===== src/rtl/fetch_instruction_memory.sv =====
// fetch_instruction_memory: loadable instruction memory with fetch/stall handshake and fault flags.
module fetch_instruction_memory #(
  parameter int DATA_WIDTH = 32,
  parameter int DEPTH      = 128,
  parameter int ADDR_WIDTH = 32,
  localparam int IDX_W     = $clog2(DEPTH)
) (
  input  logic                  clock,
  input  logic                  reset_n,
  input  logic                  fetch_en,
  input  logic                  stall,
  input  logic [ADDR_WIDTH-1:0] address,
  input  logic                  load_start,
  input  logic                  load_valid,
  input  logic [DATA_WIDTH-1:0] load_data,
  input  logic                  load_last,
  output logic                  load_ready,
  output logic [DATA_WIDTH-1:0] data,
  output logic                  data_valid,
  output logic                  fault_misaligned,
  output logic                  fault_range,
  output logic                  running,
  output logic                  load_overflow
);
  typedef enum logic {LOAD, RUN} state_t;
  localparam logic [IDX_W-1:0] LAST_IDX = IDX_W'(DEPTH - 1);
  state_t                  state_q;
  logic [IDX_W-1:0]        wptr_q;
  logic [DATA_WIDTH-1:0]   mem [DEPTH];
  logic [DATA_WIDTH-1:0]   data_q, rdata_d;
  logic                    valid_q, mis_q, rng_q, ovf_q;
  logic                    mis_d, rng_d, we_d;
  assign we_d    = state_q == LOAD && load_valid;
  assign mis_d   = |address[1:0];
  // any index bit at or above DEPTH puts the word outside the array
  assign rng_d   = |address[ADDR_WIDTH-1:IDX_W+2];
  assign rdata_d = (mis_d || rng_d) ? '0 : mem[address[IDX_W+1:2]];
  assign load_ready       = state_q == LOAD;
  assign running          = state_q == RUN;
  assign data             = data_q;
  assign data_valid       = valid_q;
  assign fault_misaligned = mis_q;
  assign fault_range      = rng_q;
  assign load_overflow    = ovf_q;
  always_ff @(posedge clock)
    if (we_d) mem[wptr_q] <= load_data;
  always_ff @(posedge clock or negedge reset_n)
    if (!reset_n) begin
      state_q <= LOAD;
      wptr_q  <= '0;
      data_q  <= '0;
      valid_q <= 1'b0;
      mis_q   <= 1'b0;
      rng_q   <= 1'b0;
      ovf_q   <= 1'b0;
    end else if (state_q == LOAD) begin
      valid_q <= 1'b0;
      mis_q   <= 1'b0;
      rng_q   <= 1'b0;
      if (load_valid) begin
        wptr_q <= wptr_q + IDX_W'(1);
        if (load_last || wptr_q == LAST_IDX) state_q <= RUN;
        if (!load_last && wptr_q == LAST_IDX) ovf_q <= 1'b1;
      end
    end else if (load_start) begin
      state_q <= LOAD;
      wptr_q  <= '0;
      ovf_q   <= 1'b0;
      valid_q <= 1'b0;
      mis_q   <= 1'b0;
      rng_q   <= 1'b0;
    end else if (!stall) begin
      valid_q <= fetch_en;
      mis_q   <= fetch_en && mis_d;
      rng_q   <= fetch_en && rng_d;
      if (fetch_en) data_q <= rdata_d;
    end
endmodule


===== config.mk =====
export PLATFORM = sky130hd
export DESIGN_NAME = fetch_instruction_memory
export DESIGN_NICKNAME = d
export VERILOG_FILES = /design/src/rtl/fetch_instruction_memory.sv
export SDC_FILE = /design/constraint.sdc
export NUM_CORES = 2
export LEC_CHECK = 0
export ABC_AREA = 1
export CAP_MARGIN = 10
export CORE_ASPECT_RATIO = 0.9
export CORE_MARGIN = 4
export CORE_UTILIZATION = 55
export DETAILED_ROUTE_END_ITERATION = 6
export HOLD_SLACK_MARGIN = 0.03
export PLACE_DENSITY_LB_ADDON = 0.08
export SLEW_MARGIN = 20
export SYNTH_ARGS = -nofsm -noshare
export SYNTH_HDL_FRONTEND = slang
export SYNTH_SLANG_ARGS = --single-unit

===== constraint.sdc =====
create_clock -name clock -period 10.57 [get_ports clock]
set_input_delay 2.114 -clock clock [delete_from_list [all_inputs] [get_ports clock]]
set_output_delay 2.114 -clock clock [all_outputs]
set_load 0.02 [all_outputs]

After elaboration in Yosys (flattened, before gate mapping) --
Memory sizes are Yosys's and may differ from the RTL's. Index checks and enable logic that the tools add are counted.
Word-level totals: register bits 44, RAM bits 4096, output and inout port bits 38, logic and storage cells 52, memories kept 1
Memory list:
- mem | words 128, width 32, read ports 1, clocked after Yosys merged registers in 0, write ports 1, RTL line 29 | logic [DATA_WIDTH-1:0] mem [DEPTH];
Cells by class: $add $sub $neg 1, equal/unequal tests 3, mux-type cells 23, bitwise gates (word level) 3, reductions and logical operators 14
Operators with widths (number):
- $mux W32 | 1
- $reduce_or A23 Y1 | 1
- $mux W7 | 3
- $mux W1 | 19
- $add A7 B1 Y7 const B | 1
- $eq A7 B7 Y1 const B | 1
- $logic_and A1 B1 Y1 | 4
- $reduce_and A4 Y1 | 1
- $reduce_bool A2 Y1 | 2
- $ne A3 B3 Y1 const B | 1
- $not A1 Y1 | 3
- $reduce_and A3 Y1 | 1
- $logic_or A1 B1 Y1 | 2
- $ne A2 B2 Y1 const B | 1
- $reduce_and A2 Y1 | 1
- $reduce_or A2 Y1 | 1
- $logic_not A1 Y1 | 1

Logic depth before layout (Yosys ltp) --
word-level depth 5, mapped depth 15, mapped depth without buffers 11

Worst setup path before layout --
No wires, ideal clock.
kind input to register, from input port load_valid, to memory mem[90][0] (enable), setup time 0.461 ns, arrival 4.501 ns, data required time 10.109 ns, slack 5.608 ns, stages on the path 2, path buffers 0, cells stage by stage nand2_1 nor3_1
Between the ends: cells in the longest elaborated chain, start to end 3
RTL lines:
- from (decl) | RTL line 14 | input logic load_valid,
- $logic_and A1 B1 Y1 | RTL line 33 | assign we_d = state_q == LOAD && load_valid;
- $mux W1 | RTL line 46 | if (we_d) mem[wptr_q] <= load_data;
- $mux W1 (not written as such) | RTL line 46
- to (decl) | RTL line 29
Every way passes these cells.

Final worst setup path --
from input port address[2], to register data_q[26], in the netlist data[26]
Between the ends: cells in the longest elaborated chain, start to end 2
RTL lines:
- from (decl) | RTL line 12 | input logic [ADDR_WIDTH-1:0] address,
- $mem_v2 Z128 W32
- $mux W32 | RTL line 37 | assign rdata_d = (mis_d || rng_d) ? '0 : mem[address[IDX_W+1:2]];
- to (signal assigned) | RTL line 76 | if (fetch_en) data_q <= rdata_d;
- to (decl) | RTL line 30 | logic [DATA_WIDTH-1:0] data_q, rdata_d;
Every way passes these cells. A chain may end at the register's enable or synchronous reset.

==> flow_metrics.env <==
export IMPL_outcome="finished with violations"
export IMPL_violations="max-slew violations"
export IMPL_startpoint_type="input port"
export IMPL_ioPinCount=109
export IMPL_slew_headroom_pct=-3.844
export IMPL_grt_setup_unrepaired="no"
export IMPL_die_height_microns=529.5
export IMPL_drt_antenna_violating_nets=0
export IMPL_cts_tree="yes"
export IMPL_fin_util_pct=61.06
export IMPL_post_route_period_util_pct=53.81
export IMPL_syn_inst=13600
export IMPL_post_drt_wl_per_cell_microns=28.70
export IMPL_worst_pin_slew_ps=1558
export IMPL_final_common_cell="nand2_1"
export IMPL_cts_inserted_buffers=411
export IMPL_power_leakage_nw=63.88
export IMPL_core_area_sq_um=300900
export IMPL_slew_violations=55
export IMPL_hold_viol=0
export IMPL_cp_arrival_ps=6600
export IMPL_final_cell_mix="nand2_1 (4,317), edfxtp_1 (4,096), nand3_1 (4,009), clkbuf_16 (423), buf_4 (264)"
export IMPL_finalSetupViolations=0
export IMPL_yosysUniqueCellTypes=29
export IMPL_yosysWarnings=0
export IMPL_cts_setup_buffers=0
export IMPL_via_per_inst=6.230
export IMPL_synth_nets=13670
export IMPL_drc=0
export IMPL_portBuffers=108
export IMPL_drive_gt1_share_pct=7.217
export IMPL_die_area_sq_um=311000
export IMPL_numClockSinks=4140
export IMPL_grt_first_pass_wirelength_microns=729200
export IMPL_postSynthAreaPerCell_sq_um=12.22
export IMPL_ir_drop_mv=0.1646
export IMPL_clkSlewWorstSetupHoldPaths_ps=60
export IMPL_ys_seq_area_share_pct=74.68
export IMPL_finalWeightedCongestion=0.8459
export IMPL_cts_root_buf="clkbuf_16"
export IMPL_clockBufferDepth=4
export IMPL_grt_max_degree=210
export IMPL_crit_path_end_kind="flip-flop"
export IMPL_fin_worst_skew_ps=33.96
export IMPL_track_usage_pct=32.06
export IMPL_place_ws_ps=4114
export IMPL_synthToLayoutAreaGrowth_pct=10.56
export IMPL_worstSetupPathType="in2reg"
export IMPL_clk_latency_ps=980
export IMPL_cts_hold_buf=0
export IMPL_timing_final_ws_setup_ps=4882
export IMPL_hold_ws_ps=498.3
export IMPL_power_density_nw_per_um2=189.1
export IMPL_drtIter0Drc=16150
export IMPL_dr_pass1_iters=6
export IMPL_worst_ep_required_time_ps=11480
export IMPL_initial_core_util_pct=55.23
export IMPL_ctsResizeCount=0
export IMPL_worstPathMaxFanout=187
export IMPL_grt_antenna_before_repair=20
export IMPL_tns_ps=0
export IMPL_hp_class="reg2reg"
export IMPL_fin_nets=13540
export IMPL_drt_wl_total_microns=509800
export IMPL_htreeDepth=5
export IMPL_overflow=0
export IMPL_period_minus_slack_ps=5688
export IMPL_die_x_microns=587.4
export IMPL_hpwl_microns=259900
export IMPL_num_rows=191
export IMPL_n_fill_cell=23160
export IMPL_vias=110700
export IMPL_cap_violations=0
export IMPL_grt_pass1_vias=103200
export IMPL_synth_seq_cells=4140
export IMPL_synthesis_area_sq_um=166200
export IMPL_fmax_mhz=175.8
-- Yosys cell counts (all sizes together) --
library cell | n | area share, %
nor2 | 149 | 0.34
o21a | 1 | 0.0045
a211oi | 1 | 0.0045
dfrtp | 44 | 0.66
o21ai | 7 | 0.021
nand3 | 4009 | 12
xor2 | 1 | 0.0053
ha | 1 | 0.0075
nand2 | 4324 | 9.8
nor3 | 2 | 0.0060
edfxtp | 4096 | 74
nor4 | 5 | 0.019
nand3b | 1 | 0.0068
clkbuf | 123 | 0.28
inv | 32 | 0.075
and2 | 2 | 0.0075
nor3b | 2 | 0.0090
buf | 792 | 2.7
a221oi | 1 | 0.0053
a21oi | 3 | 0.0090
-- cell families after synthesis --
group                    count (synthesis)  share of synthesized area (%)
flip-flops                            4140                          74.68
buffers and inverters                  947                          3.034
XOR/XNOR                                 1                       0.005272
AND/OR/NAND/NOR                       8494                          22.23
AO/OA/AOI/OAI                           13                        0.04442
adder cells (fa/ha/maj)                  1                       0.007528
-- flip-flops by register name (all words and copies together), names as in the netlist --
name / count
load_overflow: 1
fault_range: 1
data: 32
data_valid: 1
wptr_q: 7
running: 1
fault_misaligned: 1
mem: 4096
-- stage by stage --
step | total power [mW] | instances | instance area, sq um
finish | 34.74 | 17760 | 183700
global route | 35.70 | 17760 | 183700
CTS | 34.82 | 17750 | 183600
detailed placement | 20.77 | 17010 | 170700
global placement | 20.73 | 17010 | 170600
floorplan | 19.70 | 13600 | 166200
-- worst max-delay path, stage by stage --
cell and delay, ps:
buf_16 190, inv_16 280, buf_4 800, buf_4 840, nand2_1 110, nand3_1 150, nand3_1 90, nand3_1 130
nand3_1 170, nand3_1 430, nand2_1 170, nand2_1 100, nand3_1 100, nand2_1 100
-- worst paths after layout --
path                                from       endpoint  slack (ps)  cells past startpoint
max                           address[2]       data[26]        4880                     14
min                        load_overflow  load_overflow         500                      1
max reg2reg                      running    mem[70][11]        6720                      7
min reg2reg                load_overflow  load_overflow         500                      1
max in group asynchronous        reset_n       data[19]        8400                      2
min in group asynchronous        reset_n        running         960                      1
-- metal layers --
layer | part of all wire, % | vias to the layer above | global-route usage [%]
met5 | 0.0067 | - | 0
met4 | 4.0 | 6 | 11.64
met3 | 11 | 903 | 5.775
met2 | 45 | 6581 | 49.26
met1 | 40 | 54870 | 46.35
li1 | - | 48310 | -
-- cell type report --
| class | instances | area [sq um] | area share, % |
|---|---|---|---|
| diodes | 8 | 20.02 | 0.01090 |
| clock buffers | 551 | 11240 | 6.116 |
| clock inverters | 193 | 1730 | 0.9419 |
| inverters | 32 | 175.2 | 0.09535 |
| multi-input cells | 8509 | 38020 | 20.69 |
| flip-flops and latches | 4140 | 124100 | 67.55 |
| well taps | 3956 | 4950 | 2.694 |
| repair buffers | 375 | 3488 | 1.899 |
-- power by group --
group / internal (mW) / total [mW] / switching (mW) / leakage (nW)
clock network: 8.20 / 14.3 / 6.07 / 6.35
registers: 18.2 / 18.2 / 0.0271 / 37.4
logic: 0.479 / 2.29 / 1.81 / 20.1
No activity file was read; power rests on OpenSTA's default activity.
